## src/rtl/rv_isa_pkg.sv

```systemverilog
// RV32I encoding constants and the symbolic instruction kinds shared by
// the program loader and the control-path decoder.
package rv_isa_pkg;

  typedef enum logic [2:0] {
    K_LW  = 3'd0,
    K_SW  = 3'd1,
    K_ADD = 3'd2,
    K_SUB = 3'd3,
    K_AND = 3'd4,
    K_OR  = 3'd5,
    K_SLT = 3'd6,
    K_BEQ = 3'd7
  } kind_t;

  typedef enum logic [1:0] {
    S_IDLE = 2'd0,
    S_LOAD = 2'd1,
    S_DONE = 2'd2
  } load_state_t;

  localparam logic [6:0] OP_LOAD   = 7'b0000011;
  localparam logic [6:0] OP_STORE  = 7'b0100011;
  localparam logic [6:0] OP_RTYPE  = 7'b0110011;
  localparam logic [6:0] OP_BRANCH = 7'b1100011;

  localparam logic [2:0] F3_LW      = 3'b010;
  localparam logic [2:0] F3_SW      = 3'b010;
  localparam logic [2:0] F3_ADD_SUB = 3'b000;
  localparam logic [2:0] F3_AND     = 3'b111;
  localparam logic [2:0] F3_OR      = 3'b110;
  localparam logic [2:0] F3_SLT     = 3'b010;
  localparam logic [2:0] F3_BEQ     = 3'b000;

  localparam logic [6:0] F7_BASE = 7'b0000000;
  localparam logic [6:0] F7_SUB  = 7'b0100000;

endpackage

```

## src/rtl/rv_instr_encode.sv

```systemverilog
// Combinational encoder: symbolic instruction kind plus fields -> RV32I word.
module rv_instr_encode
  import rv_isa_pkg::*;
(
  input  kind_t       kind,
  input  logic [4:0]  rd,
  input  logic [4:0]  rs1,
  input  logic [4:0]  rs2,
  input  logic [12:0] imm,
  output logic [31:0] word
);

  // Branch offsets are halfword aligned, so the LSB never reaches the word.
  logic unused_imm_lsb;
  assign unused_imm_lsb = imm[0];

  always_comb begin
    word = '0;
    case (kind)
      K_LW:  word = {imm[11:0], rs1, F3_LW, rd, OP_LOAD};
      K_SW:  word = {imm[11:5], rs2, rs1, F3_SW, imm[4:0], OP_STORE};
      K_ADD: word = {F7_BASE, rs2, rs1, F3_ADD_SUB, rd, OP_RTYPE};
      K_SUB: word = {F7_SUB, rs2, rs1, F3_ADD_SUB, rd, OP_RTYPE};
      K_AND: word = {F7_BASE, rs2, rs1, F3_AND, rd, OP_RTYPE};
      K_OR:  word = {F7_BASE, rs2, rs1, F3_OR, rd, OP_RTYPE};
      K_SLT: word = {F7_BASE, rs2, rs1, F3_SLT, rd, OP_RTYPE};
      K_BEQ: word = {imm[12], imm[10:5], rs2, rs1, F3_BEQ, imm[4:1], imm[11], OP_BRANCH};
      default: word = '0;
    endcase
  end

endmodule

```

## src/rtl/instr_encoder_loader.sv

```systemverilog
// Program loader: encodes a stream of symbolic requests and writes the
// words sequentially into instruction memory from BASE_ADDR.
//
// state | meaning
// IDLE  | out of reset, waiting for start
// LOAD  | accepting requests, one memory write per accept
// DONE  | session closed by in_last or by reaching DEPTH; start reopens
module instr_encoder_loader
  import rv_isa_pkg::*;
#(
  parameter int                 ADDR_W    = 32,
  parameter logic [ADDR_W-1:0]  BASE_ADDR = '0,
  parameter int                 DEPTH     = 64,
  localparam int                CW        = $clog2(DEPTH + 1)
) (
  input  logic              clk,
  input  logic              rst,
  input  logic              start,
  input  logic              in_valid,
  output logic              in_ready,
  input  logic [2:0]        in_kind,
  input  logic [4:0]        in_rd,
  input  logic [4:0]        in_rs1,
  input  logic [4:0]        in_rs2,
  input  logic [12:0]       in_imm,
  input  logic              in_last,
  output logic              mem_we,
  output logic [ADDR_W-1:0] mem_addr,
  output logic [31:0]       mem_wdata,
  output logic              busy,
  output logic              done,
  output logic [CW-1:0]     count,
  output logic              overflow,
  output logic              illegal
);

  localparam logic [CW-1:0] DEPTH_C = CW'(DEPTH);

  load_state_t       state, state_nx;
  logic [ADDR_W-1:0] addr;
  logic [31:0]       word;
  logic              accept;
  logic              at_limit;

  rv_instr_encode u_encode (
    .kind (kind_t'(in_kind)),
    .rd   (in_rd),
    .rs1  (in_rs1),
    .rs2  (in_rs2),
    .imm  (in_imm),
    .word (word)
  );

  // Each accept is written on the same edge, so nothing is ever pending
  // and the limit check needs only the committed count.
  assign in_ready = (state == S_LOAD) && (count < DEPTH_C);
  assign accept   = in_valid && in_ready;
  assign at_limit = (count == DEPTH_C - 1'b1);
  assign busy     = (state == S_LOAD);
  assign done     = (state == S_DONE);
  assign illegal  = 1'b0;

  always_comb begin
    state_nx = state;
    case (state)
      S_IDLE:  if (start) state_nx = S_LOAD;
      S_LOAD:  if (accept && (in_last || at_limit)) state_nx = S_DONE;
      S_DONE:  if (start) state_nx = S_LOAD;
      default: state_nx = S_IDLE;
    endcase
  end

  always_ff @(posedge clk or negedge rst) begin
    if (!rst) begin
      state     <= S_IDLE;
      addr      <= BASE_ADDR;
      count     <= '0;
      overflow  <= 1'b0;
      mem_we    <= 1'b0;
      mem_addr  <= '0;
      mem_wdata <= '0;
    end else begin
      state  <= state_nx;
      mem_we <= accept;
      if (accept) begin
        mem_addr  <= addr;
        mem_wdata <= word;
        addr      <= addr + ADDR_W'(4);
        count     <= count + 1'b1;
        if (at_limit && !in_last) overflow <= 1'b1;
      end
      if (start && (state != S_LOAD)) begin
        addr     <= BASE_ADDR;
        count    <= '0;
        overflow <= 1'b0;
      end
    end
  end

endmodule

```

## config.mk

```make
export PLATFORM = sky130hd
export DESIGN_NAME = instr_encoder_loader
export DESIGN_NICKNAME = d
export VERILOG_FILES = /design/src/rtl/rv_isa_pkg.sv /design/src/rtl/rv_instr_encode.sv /design/src/rtl/instr_encoder_loader.sv
export SDC_FILE = /design/constraint.sdc
export NUM_CORES = 1
export LEC_CHECK = 0
export ABC_AREA = 1
export CORE_ASPECT_RATIO = 1.25
export CORE_MARGIN = 2
export CORE_UTILIZATION = 25
export CTS_CLUSTER_DIAMETER = 80
export DETAILED_ROUTE_END_ITERATION = 6
export SKIP_CTS_REPAIR_TIMING = 1
export SLEW_MARGIN = 20
export SYNTH_ARGS = -nofsm -noshare
export SYNTH_HDL_FRONTEND = slang
export SYNTH_SLANG_ARGS = --single-unit
```

## constraint.sdc

```tcl
create_clock -name clk -period 4.4 [get_ports clk]
set_clock_uncertainty 0.1 [all_clocks]
set_input_delay 0.44 -clock clk [delete_from_list [all_inputs] [get_ports clk]]
set_output_delay 0.44 -clock clk [all_outputs]
set_load 0.02 [all_outputs]
```

==> results.md <==
- Status: complete, but fails checks
- Failing checks: negative hold slack
- Post-DP HPWL: 9.301 mm
- Die span in x: 127.3 um
- Pre-antenna DRT Iters: 4
- Die H: 158.2 um
- Worst-Skew Late Latency: 0.34 ns
- Reg2Reg Depth: 9
- Gr ovfl total: 0
- Fin. max-slew vios: 0
- # Max-Cap Violations: 0
- CP Max Fanout: 45
- # nets final: 732
- Yosys Warn Count: 0
- Final WL: 12.80 mm
- Clock H-tree levels: 3
- Critical-path top delay cell: nand3_4
- Pwr dens: 473.7 nW/um^2
- Met1 Wirelength: 5.608 mm
- Clk slew on worst S/H paths: 0.07 ns
- Via density: 4.457
- Routed met3 length: 623 um
- RSZ-0062 raised after global routing: no
- Via count of the first global-routing pass: 3985
- # clock sinks: 100
- Sequential Area: 2502 um^2
- Gr usage total: 0.1284
- # DRC: 0
- Share of layout cells above drive strength 1: 0.04878
- Slew headroom: 0.3506
- Setup CP Type: flop to flop
- FF+latch count, synth: 100
- Area delta synth->final: 32.25%
- CTS buffer count: 9
- VDD IR max: 0.0002182 V
- First-pass GRT wire length: 20.43 mm
- CTS Buffer Depth: 2
- Fillcell total: 1964
- CP startpoint: state[0]
- Antenna diode count: 0
- Drt first-iter violations: 352
- CP cell instances: inv_2, nor2_4, nand3_4, buf_4, nor2_8, nand4_1, nand2_1, nand2_1, nor2_1
- Initial antenna violation count: 0
- Routed wl met2: 6.421 mm
- Core area: 18710 um^2
- Period utilisation layout: 0.5192
- Max Clk Rate: 437.7 MHz
- Gpl congestion: 0.8165
- Port Buf Inserts: 107
- TritonCTS clock tree: built
- Drt wl/cell: 13.77 um
- Post-synth top area cell: dfrtp_1
- ANT nets after route: 0
- Leading cell type in the layout, fill and taps excluded: nand2_1
- Starting density of the core: 0.2541
- CP endpoint kind: flop
- R2R setup slack: 2.12 ns
- Most frequent cells in the layout: nand2_1, clkdlybuf4s50_1, dfrtp_1
- Multi-input gate area: 1873 um^2
- Die area: 20140 um^2
- Largest net degree at the start of global routing: 46
- Syn Inst Count: 591
- # IOs: 113
- Setup TNS Final: 0 ns
- Peak per-stage delay on the critical path: 0.49 ns
- Final hold slack: -0.01479 ns
- Worst Setup Start Kind: flop
- Required time of the critical path: 4.57 ns
- Min-delay worst type: primary input to asynchronous set/reset pin
- Arr. time, crit path: 2.45 ns
- Syn Std Cell Area: 4753 um^2
- R2R Path End: addr[26]
- Reg-to-reg startpoint: state[0]
- Pwr Total: 2.978 mW
- Leak: 2.898 nW
- Final period demand of the worst path: 2.285 ns
- Post-synth cell types: 36
- Fin. Hold Viols: 6
- Final Setup Violations: 0
- Most used cell, CP: nand2_1
- Largest cells by area after synthesis: dfrtp_1, nand2_1, nor2_1, inv_1, o21ai_0
- Post-Syn Area per Cell: 8.043 um^2
- Rows: 56
- Sequential share of the synthesized area: 0.5265
- Root Buffer Master: clkbuf_16
- Worst Max-Slew Pin Slew: 0.9730 ns
- Yosys top cell area share: 0.5265
- Top Layer Used: met4
- Vias: 4141
==> synth_stat cells (all sizes together) <==
cell type and number:
a21oi 15, xor2 1, nand3 31, o22ai 1, nand2 170, clkbuf 4
nor2 85, o21ai 51, dfrtp 100, buf 20, ha 2, o31ai 1
a22oi 1, a31oi 5, o2bb2ai 1, nor3 13, nand3b 1, inv 68
a22o 5, conb 1, a211oi 1, or2 1, nand4 10, o21a 1
nor4 2
==> logic make-up after synthesis <==
kind of cell / Yosys count / synth area share
compound gates: 82 / 0.09556
xor+xnor: 1 / 0.001843
fa+ha+maj: 2 / 0.005264
buf+inv: 92 / 0.08528
flops: 100 / 0.5265
other cells: 1 / 0.0007889
simple gates: 313 / 0.2848
==> state kept, by name, indices dropped and copies added (netlist names) <==
register and count:
addr 30, count 7, mem_addr 30, mem_wdata 29, mem_we 1, overflow 1, state 2
==> how the worst max path moves through the flow <==
stage,end,slack [ns],cells after the start
final,addr[26],2.12,9
after detailed placement,state[0],1.73,7
after floorplan,addr[9],2.86,7
after global routing,addr[26],1.91,9
after global placement,state[0],1.75,7
after CTS,state[0],2.07,7
==> worst max-delay path: cells and delay by family, from the launching register on <==
| kind | cells | cell delay [ns] |
|---|---|---|
| buffers and inverters | 2 | 0.50 |
| DFF | 1 | 0.41 |
| and+or+nand+nor | 7 | 1.19 |
==> per-stage QoR <==
stage	area, um^2	std cells	util	setup slack [ns]
after floorplan	4768	595	-	2.856
after global placement	6027	915	0.3222	1.751
after detailed placement	6027	915	0.3222	1.727
after CTS	6286	929	0.3360	2.072
after global routing	6286	929	0.3360	1.910
final	6286	929	0.3360	2.115
==> area by class of cell <==
type                    instances  share of cell area
well taps                     232             0.04618
flip-flops and latches        100              0.3981
clock inverters                 2            0.001990
multi-input cells             403              0.2980
inverters                      68             0.04061
clock buffers                  12             0.03921
repair buffers                112              0.1760
==> where the power goes <==
part	switching [mW]	leakage (nW)	internal [mW]
clock network	0.340	0.125	0.393
registers	0.102	1.34	1.09
logic	0.617	1.44	0.439
==> routing by layer <==
layer  up-vias  GRT usage
met3        12    0.03109
met5         -          0
met4         0    0.03244
met1      1964     0.1566
li1       2070          -
met2        95     0.2271
Power figures use the tool's default switching activity.
